$ cat src/rtl/branch_ctrl.sv
// ID-stage branch sequencer: stalls on unready operands, resolves taken/not-taken,
// produces the branch target, steps over the delay slot and keeps statistics.
module branch_ctrl #(
   parameter int CNT_W = 32
) (
   input  logic             clk,
   input  logic             reset,
   input  logic             hold,
   input  logic             br_valid,
   input  logic [2:0]       br_type,
   input  logic             rs_ready,
   input  logic             rt_ready,
   input  logic [1:0]       AB,
   input  logic [1:0]       AZ,
   input  logic [31:0]      pc_id,
   input  logic [15:0]      imm16,
   output logic             stall,
   output logic             npc_sel,
   output logic [31:0]      target,
   output logic [CNT_W-1:0] br_cnt,
   output logic [CNT_W-1:0] taken_cnt,
   output logic [CNT_W-1:0] stall_cnt
);

   localparam logic [1:0] IDLE = 2'b00;
   localparam logic [1:0] WAIT = 2'b01;
   localparam logic [1:0] SLOT = 2'b10;

   localparam logic [1:0] GT = 2'b10;
   localparam logic [1:0] EQ = 2'b01;
   localparam logic [1:0] LT = 2'b00;

   logic [1:0] state, state_nxt;
   logic       need_rt, ready, taken, active, resolve;

   assign target = pc_id + 32'd4 + {{14{imm16[15]}}, imm16, 2'b00};

   assign need_rt = (br_type == 3'b000) || (br_type == 3'b001);
   assign ready   = rs_ready && (rt_ready || !need_rt);
   assign active  = !reset && !hold;

   always_comb begin
      taken = 1'b0;
      case (br_type)
         3'b000:  taken = (AB == EQ);
         3'b001:  taken = (AB != EQ);
         3'b010:  taken = (AZ != GT);
         3'b011:  taken = (AZ == GT);
         3'b100:  taken = (AZ == LT);
         3'b101:  taken = (AZ != LT);
         default: taken = 1'b0;
      endcase
   end

   // IDLE and WAIT behave identically for a present branch; only SLOT masks it.
   always_comb begin
      resolve   = 1'b0;
      stall     = 1'b0;
      state_nxt = IDLE;
      case (state)
         IDLE, WAIT: begin
            if (br_valid) begin
               if (ready) begin
                  resolve   = active;
                  state_nxt = SLOT;
               end else begin
                  stall     = active;
                  state_nxt = WAIT;
               end
            end
         end
         default: state_nxt = IDLE;
      endcase
   end

   assign npc_sel = resolve && taken;

   always_ff @(posedge clk) begin
      if (reset) begin
         state     <= IDLE;
         br_cnt    <= '0;
         taken_cnt <= '0;
         stall_cnt <= '0;
      end else if (!hold) begin
         state <= state_nxt;
         if (resolve) br_cnt <= br_cnt + 1'b1;
         if (npc_sel) taken_cnt <= taken_cnt + 1'b1;
         if (stall)   stall_cnt <= stall_cnt + 1'b1;
      end
   end

endmodule

$ cat config.mk
export PLATFORM = sky130hd
export DESIGN_NAME = branch_ctrl
export DESIGN_NICKNAME = d
export VERILOG_FILES = /design/src/rtl/branch_ctrl.sv
export SDC_FILE = /design/constraint.sdc
export NUM_CORES = 1
export LEC_CHECK = 0
export BUFFER_PORTS_ARGS = -buffer_cell sky130_fd_sc_hd__buf_4
export CAP_MARGIN = 15
export CORE_MARGIN = 5
export CORE_UTILIZATION = 54
export CTS_BUF_LIST = sky130_fd_sc_hd__clkbuf_4 sky130_fd_sc_hd__clkbuf_8
export DETAILED_ROUTE_END_ITERATION = 16
export GPL_TIMING_DRIVEN = 0
export MAX_ROUTING_LAYER = met4
export PLACE_DENSITY = 0.83
export SLEW_MARGIN = 25
export SYNTH_ARGS = -nofsm -noshare
export SYNTH_HDL_FRONTEND = slang
export SYNTH_SLANG_ARGS = --single-unit
$ cat constraint.sdc
create_clock -name clk -period 3.21 [get_ports clk]
set_clock_uncertainty 0.1 [all_clocks]
set_input_delay 0.321 -clock clk [delete_from_list [all_inputs] [get_ports clk]]
set_output_delay 0.321 -clock clk [all_outputs]
set_load 0.05 [all_outputs]
==> summary.md, run 1 <==
| Metric | Value |
|---|---|
| Status | finished, final reports clean |
| Total power | 3.38 mW |
| Worst-Skew Late Latency | 0.36 ns |
| Vias per cell | 5.62 |
| Inst Count DP | 1086 |
| Core ar. | 11400 sq um |
| Detailed Route Iter0 Violations | 306 |
| Kind of critical path | primary input to primary output |
| DRT Pass-1 Iters | 4 |
| Syn Inst Count | 756 |
| Die area | 13800 sq um |
| Initial Util | 54.9% |
| Seq/Total Area, Yosys | 31.1% |
| Post-CTS Hold Fix Bufs | 0 |
| Final hold violations | 0 |
| Yosys warnings | 0 |
| Crit. Startpoint | pc_id[15] |
| Post-synth EDFFs | 0 |
| Yosys top cell by area | dfxtp_1 |
| GP Congestion | 0.904 |
| Crit share post-route | 98.6% |
| Fin worst setup slack | 0.0440 ns |
| Final setup viols | 0 |
| Sink Count | 97 |
| Top_reg_cell synth | dfxtp_1 |
| Mapped Area | 6240 sq um |
| # rows | 39 |
| Post-synth top area share | 31.1% |
| First-pass GRT wire length | 26600 um |
| R2R depth | 7 |
| Leak | 3.59 nW |
| Die height | 117 um |
| Crit path time final | 3.17 ns |
| Gate power share | 38.9% |
| Rel. slew slack | 55.3% |
| CTS Buffer Depth | 2 |
| Syn_nets | 878 |
| Critical path arrival | 2.74 ns |
| Most frequent cells after synthesis | nor2_1, dfxtp_1, xor2_1 |
| Min-delay worst type | primary input to flop |
| Post-layout util | 74.5% |
| Largest net degree at the start of global routing | 16 |
| Initial antenna violation count | 0 |
| Critical path startpoint category | primary input |
| P&R area growth vs syn | 35.7% |
| R2r setup slk | 0.70 ns |
| Root buf cell | clkbuf_8 |
| Actual slew at the worst max-slew pin | 0.669 ns |
| DRC viols | 0 |
| DP Wirelength | 12500 um |
| Final Max Slew Viols | 0 |
| PwrDens | 400 nW/um^2 |
| Vias in the first global route | 5712 |
| Post-Route WL | 17000 um |
| Pre-CTS WS | -0.555 ns |
| Share of cells above drive strength 1 | 28.9% |
| N_diodes | 0 |
| Post-synthesis cell type count | 61 |
| GRT Util Overall | 22.9% |
| TritonCTS clock tree | done |
| Async S/R FF share, synth | 0% |
| Area contributors post-synth | dfxtp_1, ha_1, xor2_1 |
| FF-to-FF Start | state[1]$_SDFFE_PP0N_ |
| Vias | 6227 |
| IO Port Bufs | 187 |
| RSZ-0062 raised after global routing | true |
| Capture point of the critical path | target[31] |
| Peak VDD IR | 412 uV |
| Antenna Nets Post-Route | 0 |
| CTS buffer count | 9 |
| Max Cap Viol | 0 |
| Worst Setup End Kind | primary output |
| Worst Path Max Fanout | 7 |
| Flop pwr share | 35.6% |
| Internal | 2.13 mW |
| Fin cells | 1108 |
| P_sw | 1.25 mW |
| Most frequent cell after synthesis | nor2_1 |
| Fill count | 895 |
| Wire per inst | 15.3 um |
| IO Pins | 191 |
| Clock power share | 25.5% |
| Reg clk slew, reported paths | 0.09 ns |
| Final net count | 1083 |
| H-tree levels | 3 |
| Hold_ws | 0.219 ns |
| Die width | 117 um |
| FF-to-FF End | stall_cnt[27]$_SDFFE_PP0P_ |
| #FFs+latches synth | 97 |
| Remaining Overflow, GRT | 0 |
| WP data required | 2.79 ns |
| Net Sw Frac | 37.0% |
| Mapped Avg Cell Area | 8.25 sq um |
| Maximum clock frequency | 316 MHz |
## critical path: stages
cell and delay, ns:
buf_4 0.11, ha_1 0.32, ha_4 0.32, and4_4 0.25, nand3_4 0.10, or2_4 0.26, o32ai_4 0.27, nor2_4 0.11
o41ai_4 0.35, xnor2_2 0.16, buf_6 0.17
## registers in the layout, summed over array words and instances (netlist names)
| name | flops |
|---|---|
| br_cnt | 32 |
| state | 1 |
| stall_cnt | 32 |
| taken_cnt | 32 |
## power by group through the flow
stage	registers (mW)	logic (mW)	clock network [mW]
global placement	1.23	1.15	0
floorplan	1.24	0.828	0
detailed placement	1.23	1.16	0
CTS	1.21	1.22	0.875
finish	1.21	1.31	0.863
global route	1.21	1.39	0.930
## cells by family (layout without fill, tap and decap cells)
logic type,count (synthesis),in the layout,share of synthesized area (%)
flip-flops,97,97,31.1
multiplexers,1,1,0.160
buffers and inverters,51,260,3.43
XOR/XNOR,106,106,14.9
adder cells (fa/ha/maj),61,61,12.4
AO/OA/AOI/OAI,126,126,12.5
AND/OR/NAND/NOR,314,314,25.6
## cell type report
cell class,count,area (sq um),area share (%)
Timing Repair Buffer,203,1540,18.2
Clock inverter,5,81.3,0.961
Inverter,22,82.6,0.975
Buffer,20,104,1.23
Tap cell,143,179,2.11
Multi-Input combinational cell,608,4400,52.0
Sequential cell,97,1940,22.9
Clock buffer,10,131,1.55
## layout by cell type (no fill, tap or decap), drive strengths merged, types with 2 or more instances in the layout
master and count:
bufinv 2, a21oi 44, o21ai 36, dfxtp 97, o31ai 3, inv 22
and3 12, xnor2 36, xor2 70, nor4b 2, buf 210, o211ai 7
o221ai 2, nor3 12, a211oi 5, clkinv 2, o21a 4, a21o 7
ha 60, a31oi 2, nand4 34, or3 17, nand2 61, o2111ai 3
nand3 37, and2 5, nor2 104, clkbuf 23, nor2b 5, nor3b 2
or2 3, and4 12, nor4 5
## metrics by stage
| step | setup TNS, ns | cell area [sq um] |
|---|---|---|
| 2_1_floorplan | -0.0599 | 6300 |
| 4_1_cts | 0 | 8210 |
| 3_3_place_gp | -1.48 | 7880 |
| 3_5_place_dp | -1.58 | 7880 |
| 5_1_grt | -0.303 | 8470 |
| 6_report | 0 | 8470 |
## routing by layer
metal	GRT usage (%)	routed length, um	up-vias
li1	-	-	3079
met2	37.2	8220	190
met5	-	0	-
met1	28.8	7320	2915
met4	7.89	613	0
met3	4.28	847	43
## timing repair
item / CTS / global route
resized for setup: 26 / 29
setup buffers: 2 / 14
pin swaps: 7 / 22
gates cloned: 0 / 0
endpoints found under the setup margin: 8 / 12
## how the worst min path moves through the flow
| stage | from | end | depth (start not counted) |
|---|---|---|---|
| after CTS | hold | state[1]$_SDFFE_PP0N_ | 3 |
| after global routing | reset | state[1]$_SDFFE_PP0N_ | 3 |
| after floorplan | state[1]$_SDFFE_PP0N_ | state[1]$_SDFFE_PP0N_ | 1 |
| after global placement | state[1]$_SDFFE_PP0N_ | state[1]$_SDFFE_PP0N_ | 1 |
| final | hold | state[1]$_SDFFE_PP0N_ | 3 |
| after detailed placement | state[1]$_SDFFE_PP0N_ | state[1]$_SDFFE_PP0N_ | 1 |
No activity file was read; power rests on OpenSTA's default activity.
==> inputs of run 2 (changes only) <==
--- a/config.mk
+++ b/config.mk
@@ -5,15 +5,15 @@
 export SDC_FILE = /design/constraint.sdc
 export NUM_CORES = 1
 export LEC_CHECK = 0
+export ABC_AREA = 1
 export BUFFER_PORTS_ARGS = -buffer_cell sky130_fd_sc_hd__buf_4
 export CAP_MARGIN = 15
 export CORE_MARGIN = 5
-export CORE_UTILIZATION = 54
+export CORE_UTILIZATION = 57
 export CTS_BUF_LIST = sky130_fd_sc_hd__clkbuf_4 sky130_fd_sc_hd__clkbuf_8
 export DETAILED_ROUTE_END_ITERATION = 16
 export GPL_TIMING_DRIVEN = 0
-export MAX_ROUTING_LAYER = met4
-export PLACE_DENSITY = 0.83
+export PLACE_DENSITY = 0.84
 export SLEW_MARGIN = 25
 export SYNTH_ARGS = -nofsm -noshare
 export SYNTH_HDL_FRONTEND = slang
==> run 2 against run 1 <==
Die area up 26%. Area after synthesis up 36%. Fmax up 8.1%. Cell area up 22%. Synthesized cell count up 93%. First-iteration DRC count rose to 2.6 times the previous value. Routed wire length up 48%. Critical path depth up 2. Utilization down 3.4 points. Combinational power down 7%. Critical endpoint is now target[25]. Largest power group unchanged. Highest routed layer unchanged.
==> summary.md, run 2 <==
| Metric | Value |
|---|---|
| Status | finished, final reports clean (unchanged) |
| H-tree levels | 3 (unchanged) |
| Crit share post-route | 91.3% (was 98.6%) |
| Inst Count DP | 1831 (was 1086) |
| Met2 WL post-DR | 11900 um (was 8220 um) |
| Worst-Skew Late Latency | 0.39 ns (was 0.36 ns) |
| Worst path max stage delay | 0.46 ns (was 0.35 ns) |
| Yosys warnings | 0 (unchanged) |
| P&R area growth vs syn | 22.2% (was 35.7%) |
| Internal | 2.05 mW (was 2.13 mW) |
| Crit. Startpoint | pc_id[3] (was pc_id[15]) |
| Post-CTS setup buffers | 0 (was 2) |
| IO Pins | 191 (unchanged) |
| Area post-placement | 10100 sq um (was 7880 sq um) |
| Net Sw Frac | 39.5% (was 37.0%) |
| Slowest cell on the critical path | fa_1 (was o41ai_4) |
| Worst Setup End Kind | primary output (unchanged) |
| Post-synth EDFFs | 0 (unchanged) |
| GRT Util Overall | 28.0% (was 22.9%) |
| Wire per inst | 13.6 um (was 15.3 um) |
| Pre-CTS WS | 0.338 ns (was -0.555 ns) |
| Die height | 132 um (was 117 um) |
| Most frequent cell after synthesis | nand2_1 (was nor2_1) |
| Vias in the first global route | 8875 (was 5712) |
| Final setup viols | 0 (unchanged) |
| DRT Pass-1 Iters | 5 (was 4) |
| IO Port Bufs | 188 (was 187) |
| Yosys top cell by area | nand2_1 (was dfxtp_1) |
| RSZ-0062 raised after global routing | false (was true) |
| Leak | 4.88 nW (was 3.59 nW) |
| Critical Path, Cell by Cell | buf_4 > ha_1 > ha_1 > fa_1 > nand3_1 > nand3_1 > nand2_1 > nand2_1 > nand3_1 > nand3_1 > nand2_1 > nand2_1 > buf_4 (was buf_4 > ha_1 > ha_4 > and4_4 > nand3_4 > or2_4 > o32ai_4 > nor2_4 > o41ai_4 > xnor2_2 > buf_6) |
| Post-CTS Hold Fix Bufs | 0 (unchanged) |
| Largest net degree at the start of global routing | 18 (was 16) |
| Worst path buffer plus inverter count | 2 (unchanged) |
| Vias | 9747 (was 6227) |
| Most frequent cells after synthesis | nand2_1, nor2_1, inv_1 (was nor2_1, dfxtp_1, xor2_1) |
| Antenna Nets Post-Route | 0 (unchanged) |
| Crit path time final | 2.93 ns (was 3.17 ns) |
| CTS resizes | 0 (was 26) |
| Final Max Slew Viols | 0 (unchanged) |
| PwrDens | 328 nW/um^2 (was 400 nW/um^2) |
| Stages on the worst setup path | 13 (was 11) |
| Syn_nets | 1581 (was 878) |
| Fin worst setup slack | 0.281 ns (was 0.0440 ns) |
| Detailed Route Iter0 Violations | 783 (was 306) |
| Die width | 132 um (was 117 um) |
| Commonest non-fill, non-tap cell in the layout | nand2_1 (was buf_4) |
| R2R depth | 8 (was 7) |
| FF-to-FF End | br_cnt[20]$_SDFFE_PP0P_ (was stall_cnt[27]$_SDFFE_PP0P_) |
| # rows | 44 (was 39) |
| Remaining Overflow, GRT | 0 (unchanged) |
| Worst Path Max Fanout | 4 (was 7) |
| Top_reg_cell synth | dfxtp_1 (unchanged) |
| DRC viols | 0 (unchanged) |
| Kind of critical path | primary input to primary output (unchanged) |
| Post-Route WL | 25200 um (was 17000 um) |
| Gate power share | 36.0% (was 38.9%) |
| Mapped Avg Cell Area | 5.80 sq um (was 8.25 sq um) |
| Async S/R FF share, synth | 0% (unchanged) |
| Critical path startpoint category | primary input (unchanged) |
| Reg clk slew, reported paths | 0.09 ns (about the same) |
| Syn Inst Count | 1459 (was 756) |
| FF-to-FF Start | br_cnt[1]$_SDFFE_PP0P_ (was state[1]$_SDFFE_PP0N_) |
| Flop pwr share | 35.6% (about the same) |
| Core ar. | 14500 sq um (was 11400 sq um) |
| Actual slew at the worst max-slew pin | 0.667 ns (was 0.669 ns) |
| #FFs+latches synth | 97 (unchanged) |
| Fin Setup TNS | 0 ns (unchanged) |
| CP delay by family, top | adder cells (was simple AND/OR/NAND/NOR gates) |
| Max Cap Viol | 0 (unchanged) |
| Capture point of the critical path | target[25] (was target[31]) |
| Total power | 3.39 mW (was 3.38 mW) |
| Root buf cell | clkbuf_8 (unchanged) |
| Share of cells above drive strength 1 | 15.7% (was 28.9%) |
| P_sw | 1.34 mW (was 1.25 mW) |
| Area contributors post-synth | nand2_1, dfxtp_1, nor2_1 (was dfxtp_1, ha_1, xor2_1) |
| CTS buffer count | 9 (unchanged) |
| Highest routed layer | met4 (unchanged) |
| DP Wirelength | 20600 um (was 12500 um) |
| Vias per cell | 5.28 (was 5.62) |
| Final hold violations | 0 (unchanged) |
| Rel. slew slack | 55.5% (was 55.3%) |
| Min-delay worst type | primary input to flop (unchanged) |
| WP data required | 2.79 ns (about the same) |
| Mapped Area | 8460 sq um (was 6240 sq um) |
| Commonest cells after routing, fill and taps aside | nand2_1, nor2_1, buf_4, inv_1, dfxtp_1 (was buf_4, nor2_1, dfxtp_1, xor2_1, nand2_1) |
| Met1 Routed Length | 11000 um (was 7320 um) |
| Fill count | 1369 (was 895) |
| GP Congestion | 0.946 (was 0.904) |
| Initial antenna violation count | 0 (unchanged) |
| Met3 routed WL | 1760 um (was 847 um) |
| Critical path arrival | 2.51 ns (was 2.74 ns) |
| First-pass GRT wire length | 41800 um (was 26600 um) |
| Seq/Total Area, Yosys | 23.0% (was 31.1%) |
| Clock power share | 28.3% (was 25.5%) |
| R2r setup slk | 1.26 ns (was 0.70 ns) |
| Peak VDD IR | 198 uV (was 412 uV) |
| Maximum clock frequency | 341 MHz (was 316 MHz) |
| Die area | 17400 sq um (was 13800 sq um) |
| Design Area, Final | 10300 sq um (was 8470 sq um) |
| Fin cells | 1847 (was 1108) |
| Post-synth top area share | 25.2% (was 31.1%) |
| Biggest regs | br_cnt (32), stall_cnt (32), taken_cnt (32) (unchanged) |
| CTS Buffer Depth | 2 (unchanged) |
| Post-synthesis cell type count | 31 (was 61) |
| Final net count | 1780 (was 1083) |
| Initial Util | 58.2% (was 54.9%) |
| Sink Count | 97 (unchanged) |
| TritonCTS clock tree | done (unchanged) |
| N_diodes | 0 (unchanged) |
## run 2: worst min-delay path by stage
stage	startpoint	slack (ns)	endpoint	cells past startpoint
finish	hold	0.11	state[1]$_SDFFE_PP0N_	3
global placement	state[1]$_SDFFE_PP0N_	0.36	state[1]$_SDFFE_PP0N_	2
global route	hold	0.13	state[1]$_SDFFE_PP0N_	3
detailed placement	state[1]$_SDFFE_PP0N_	0.38	state[1]$_SDFFE_PP0N_	2
CTS	hold	0.10	state[1]$_SDFFE_PP0N_	3
floorplan	state[1]$_SDFFE_PP0N_	0.35	state[1]$_SDFFE_PP0N_	2
## run 2: logic make-up (layout without fill, tap and decap cells)
| logic type | count (synthesis) | count (layout) | synth area share, % |
|---|---|---|---|
| flops | 97 | 97 | 23.0 |
| compound gates | 116 | 116 | 7.13 |
| buf+inv | 195 | 399 | 9.26 |
| fa+ha+maj | 61 | 61 | 9.11 |
| xor+xnor | 41 | 41 | 4.25 |
| simple gates | 949 | 949 | 47.3 |
## run 2: routing by layer
layer / vias up / GRT usage [%]
li1: 4973 / -
met1: 4408 / 36.8
met2: 325 / 48.2
met3: 41 / 4.16
met4: 0 / 7.31
met5: - / 0
## run 2: power by group through the flow
stage / clock network, mW / logic (mW) / registers (mW)
floorplan: 0 / 0.834 / 1.24
global placement: 0 / 1.20 / 1.24
detailed placement: 0 / 1.22 / 1.24
CTS: 0.969 / 1.22 / 1.21
global route: 1.02 / 1.32 / 1.21
finish: 0.960 / 1.22 / 1.21
## run 2: final cells by class
type	instances	area [sq um]	area share, %
sequential	97	1940	18.8
buffer	26	149	1.44
tap	184	230	2.23
inverter	169	634	6.14
timing repair buffer	188	1410	13.7
clock inverter	6	96.3	0.932
clock buffer	10	138	1.33
multi-input combinational	1167	5730	55.5
## run 2: through the flow
stage / utilization, % / hold WS [ns]
floorplan: - / 0.348
global placement: 69.5 / 0.360
detailed placement: 69.5 / 0.378
CTS: 71.1 / 0.101
global route: 71.1 / 0.126
finish: 71.1 / 0.106
## run 2: worst min-delay path: cells and delay by family
kind / cells / cell delay, ns
buffers and inverters: 1 / 0.10
and+or+nand+nor: 2 / 0.13
==> inputs of run 3 (changes only) <==
--- a/config.mk
+++ b/config.mk
@@ -9,11 +9,11 @@
 export BUFFER_PORTS_ARGS = -buffer_cell sky130_fd_sc_hd__buf_4
 export CAP_MARGIN = 15
 export CORE_MARGIN = 5
-export CORE_UTILIZATION = 57
+export CORE_UTILIZATION = 50
 export CTS_BUF_LIST = sky130_fd_sc_hd__clkbuf_4 sky130_fd_sc_hd__clkbuf_8
 export DETAILED_ROUTE_END_ITERATION = 16
 export GPL_TIMING_DRIVEN = 0
-export PLACE_DENSITY = 0.84
+export PLACE_DENSITY = 0.75
 export SLEW_MARGIN = 25
 export SYNTH_ARGS = -nofsm -noshare
 export SYNTH_HDL_FRONTEND = slang
==> run 3 against run 2 <==
Sequential share of layout area is essentially flat. Sequential cell count did not move. Global-route usage fell by 2.5 points. Critical path depth unchanged. Register-to-register slack better by 0.04 ns. Non-clock buffer count stayed put. Largest power group unchanged. Setup slack worse by 0.067 ns. Clock power is 16% lower. Cell area about the same. Highest routed layer unchanged. Largest cell class unchanged.
==> summary.md, run 3 (synthesized netlist as in run 2, its figures left out) <==
| Metric | Value |
|---|---|
| IO Pins | 191 (unchanged) |
| Final hold violations | 0 (unchanged) |
| Slowest cell on the critical path | fa_1 (unchanged) |
| Commonest cells after routing, fill and taps aside | nand2_1, nor2_1, buf_4, inv_1, dfxtp_1 (unchanged) |
| Rel. slew slack | 54.0% (was 55.5%) |
| Final Max Slew Viols | 0 (unchanged) |
| Fin worst setup slack | 0.214 ns (was 0.281 ns) |
| Initial antenna violation count | 0 (unchanged) |
| N_diodes | 0 (unchanged) |
| P_sw | 1.36 mW (was 1.34 mW) |
| Design Area, Final | 10300 sq um (about the same) |
| Maximum clock frequency | 334 MHz (was 341 MHz) |
| CTS resizes | 0 (unchanged) |
| GP Congestion | 0.941 (was 0.946) |
| Root buf cell | clkbuf_8 (unchanged) |
| CTS buffer count | 9 (unchanged) |
| Kind of critical path | primary input to primary output (unchanged) |
| Worst hold start | hold (unchanged) |
| Worst Path Max Fanout | 4 (unchanged) |
| Largest net degree at the start of global routing | 19 (was 18) |
| Area taken by multi-input logic gates | 5730 sq um (unchanged) |
| Hold_ws | 0.0882 ns (was 0.106 ns) |
| Vias per cell | 5.14 (was 5.28) |
| Biggest regs | br_cnt (32), stall_cnt (32), taken_cnt (32) (unchanged) |
| R2R depth | 8 (unchanged) |
| Critical path arrival | 2.58 ns (was 2.51 ns) |
| Peak VDD IR | 234 uV (was 198 uV) |
| Flop pwr share | 37.3% (was 35.6%) |
| Worst path max stage delay | 0.46 ns (about the same) |
| Remaining Overflow, GRT | 0 (unchanged) |
| Share of cells above drive strength 1 | 15.7% (unchanged) |
| Internal | 1.88 mW (was 2.05 mW) |
| FF/Latch Area | 1940 sq um (unchanged) |
| Hold Path Sink | state[1]$_SDFFE_PP0N_ (unchanged) |
| Commonest non-fill, non-tap cell in the layout | nand2_1 (unchanged) |
| DRC viols | 0 (unchanged) |
| TritonCTS clock tree | done (unchanged) |
| PwrDens | 314 nW/um^2 (was 328 nW/um^2) |
| GRT Util Overall | 25.5% (was 28.0%) |
| Die height | 140 um (was 132 um) |
| Critical path startpoint category | primary input (unchanged) |
| FF-to-FF End | br_cnt[20]$_SDFFE_PP0P_ (unchanged) |
| Die width | 140 um (was 132 um) |
| Gate power share | 37.9% (was 36.0%) |
| Total power | 3.24 mW (was 3.39 mW) |
| Post-Route WL | 25900 um (was 25200 um) |
| Status | finished, final reports clean (unchanged) |
| P&R area growth vs syn | 22.1% (was 22.2%) |
| DRT Pass-1 Iters | 7 (was 5) |
| Fin cells | 1883 (was 1847) |
| Final setup viols | 0 (unchanged) |
| Antenna Nets Post-Route | 0 (unchanged) |
| Fill count | 1647 (was 1369) |
| Vias | 9684 (was 9747) |
| Die area | 19600 sq um (was 17400 sq um) |
| RSZ-0062 raised after global routing | false (unchanged) |
| Actual slew at the worst max-slew pin | 0.690 ns (was 0.667 ns) |
| Worst-Skew Late Latency | 0.39 ns (about the same) |
| Wire per inst | 13.8 um (was 13.6 um) |
| DP Wirelength | 21000 um (was 20600 um) |
| Post-CTS Hold Fix Bufs | 0 (unchanged) |
| Reg clk slew, reported paths | 0.10 ns (was 0.09 ns) |
| Max Cap Viol | 0 (unchanged) |
| Pre-CTS WS | 0.242 ns (was 0.338 ns) |
| Initial Util | 51.0% (was 58.2%) |
| Vias in the first global route | 8690 (was 8875) |
| Sink Count | 97 (unchanged) |
| CTS Buffer Depth | 2 (unchanged) |
| Critical Path, Cell by Cell | buf_4 > ha_1 > ha_1 > fa_1 > nand3_1 > nand3_1 > nand3_1 > nand3_1 > nand2_1 > nand2_1 > nand2_1 > nand2_1 > buf_4 (was buf_4 > ha_1 > ha_1 > fa_1 > nand3_1 > nand3_1 > nand2_1 > nand2_1 > nand3_1 > nand3_1 > nand2_1 > nand2_1 > buf_4) |
| Final net count | 1780 (unchanged) |
| Post-layout util | 62.3% (was 71.1%) |
| Core ar. | 16600 sq um (was 14500 sq um) |
| WP data required | 2.79 ns (about the same) |
| First-pass GRT wire length | 42000 um (was 41800 um) |
| H-tree levels | 3 (unchanged) |
| Leak | 4.86 nW (was 4.88 nW) |
| Net Sw Frac | 41.9% (was 39.5%) |
| Clock power share | 24.8% (was 28.3%) |
| # rows | 47 (was 44) |
| FF-to-FF Start | br_cnt[0]$_SDFFE_PP0P_ (was br_cnt[1]$_SDFFE_PP0P_) |
| Crit share post-route | 93.3% (was 91.3%) |
| R2r setup slk | 1.30 ns (was 1.26 ns) |
| Fin Setup TNS | 0 ns (unchanged) |
| Min-delay worst type | primary input to flop (unchanged) |
| Crit. Startpoint | pc_id[3] (unchanged) |
| Area post-placement | 10100 sq um (about the same) |
| IO Port Bufs | 188 (unchanged) |
| Post-CTS setup buffers | 0 (unchanged) |
| Hold Path Cell Cnt | 3 (unchanged) |
| Detailed Route Iter0 Violations | 661 (was 783) |
| Worst Setup End Kind | primary output (unchanged) |
| Crit path time final | 3.00 ns (was 2.93 ns) |
| Inst Count DP | 1867 (was 1831) |
==> run 3: changes by cell type in the layout (fill, tap and decap cells not counted), sizes merged <==
| cell | before | now |
|---|---|---|
| clkinv | 1 | 2 |
| clkbuf | 20 | 19 |
| bufinv | 2 | 0 |
| inv | 171 | 173 |
==> run 3: worst max path at each step <==
stage / end / slack [ns] / cells after the start
floorplan: target[17] / 0.30 / 10
global placement: target[31] / 0.29 / 12
detailed placement: target[31] / 0.24 / 13
CTS: target[31] / 0.24 / 13
global route: target[31] / 0.11 / 13
finish: target[31] / 0.21 / 13
==> run 3: critical path, delay by kind of cell <==
| family | cells | cell delay [ns] |
|---|---|---|
| fa+ha+maj | 3 | 0.99 |
| simple gates | 8 | 0.96 |
| buf+inv | 2 | 0.29 |
==> run 3: final cells by class <==
class | count | area share [%]
multi-input cells | 1167 | 55.5
flip-flops and latches | 97 | 18.8
repair buffers | 188 | 13.7
inverters | 169 | 6.14
well taps | 220 | 2.67
plain buffers | 26 | 1.44
clock buffers | 9 | 1.20
clock inverters | 7 | 0.594
==> run 3: layer usage <==
| layer | global-route usage (%) | wire (um) | vias up |
|---|---|---|---|
| li1 | - | - | 4969 |
| met1 | 34.3 | 11700 | 4363 |
| met2 | 42.8 | 12200 | 323 |
| met3 | 4.57 | 1640 | 29 |
| met4 | 5.61 | 431 | 0 |
| met5 | 0 | 0 | - |
==> run 3: power by group through the flow <==
stage | sequential (mW) | combinational, mW | clock [mW]
2_1_floorplan | 1.24 | 0.834 | 0
3_3_place_gp | 1.24 | 1.21 | 0
3_5_place_dp | 1.24 | 1.22 | 0
4_1_cts | 1.21 | 1.22 | 0.816
5_1_grt | 1.21 | 1.32 | 0.872
6_report | 1.21 | 1.23 | 0.803
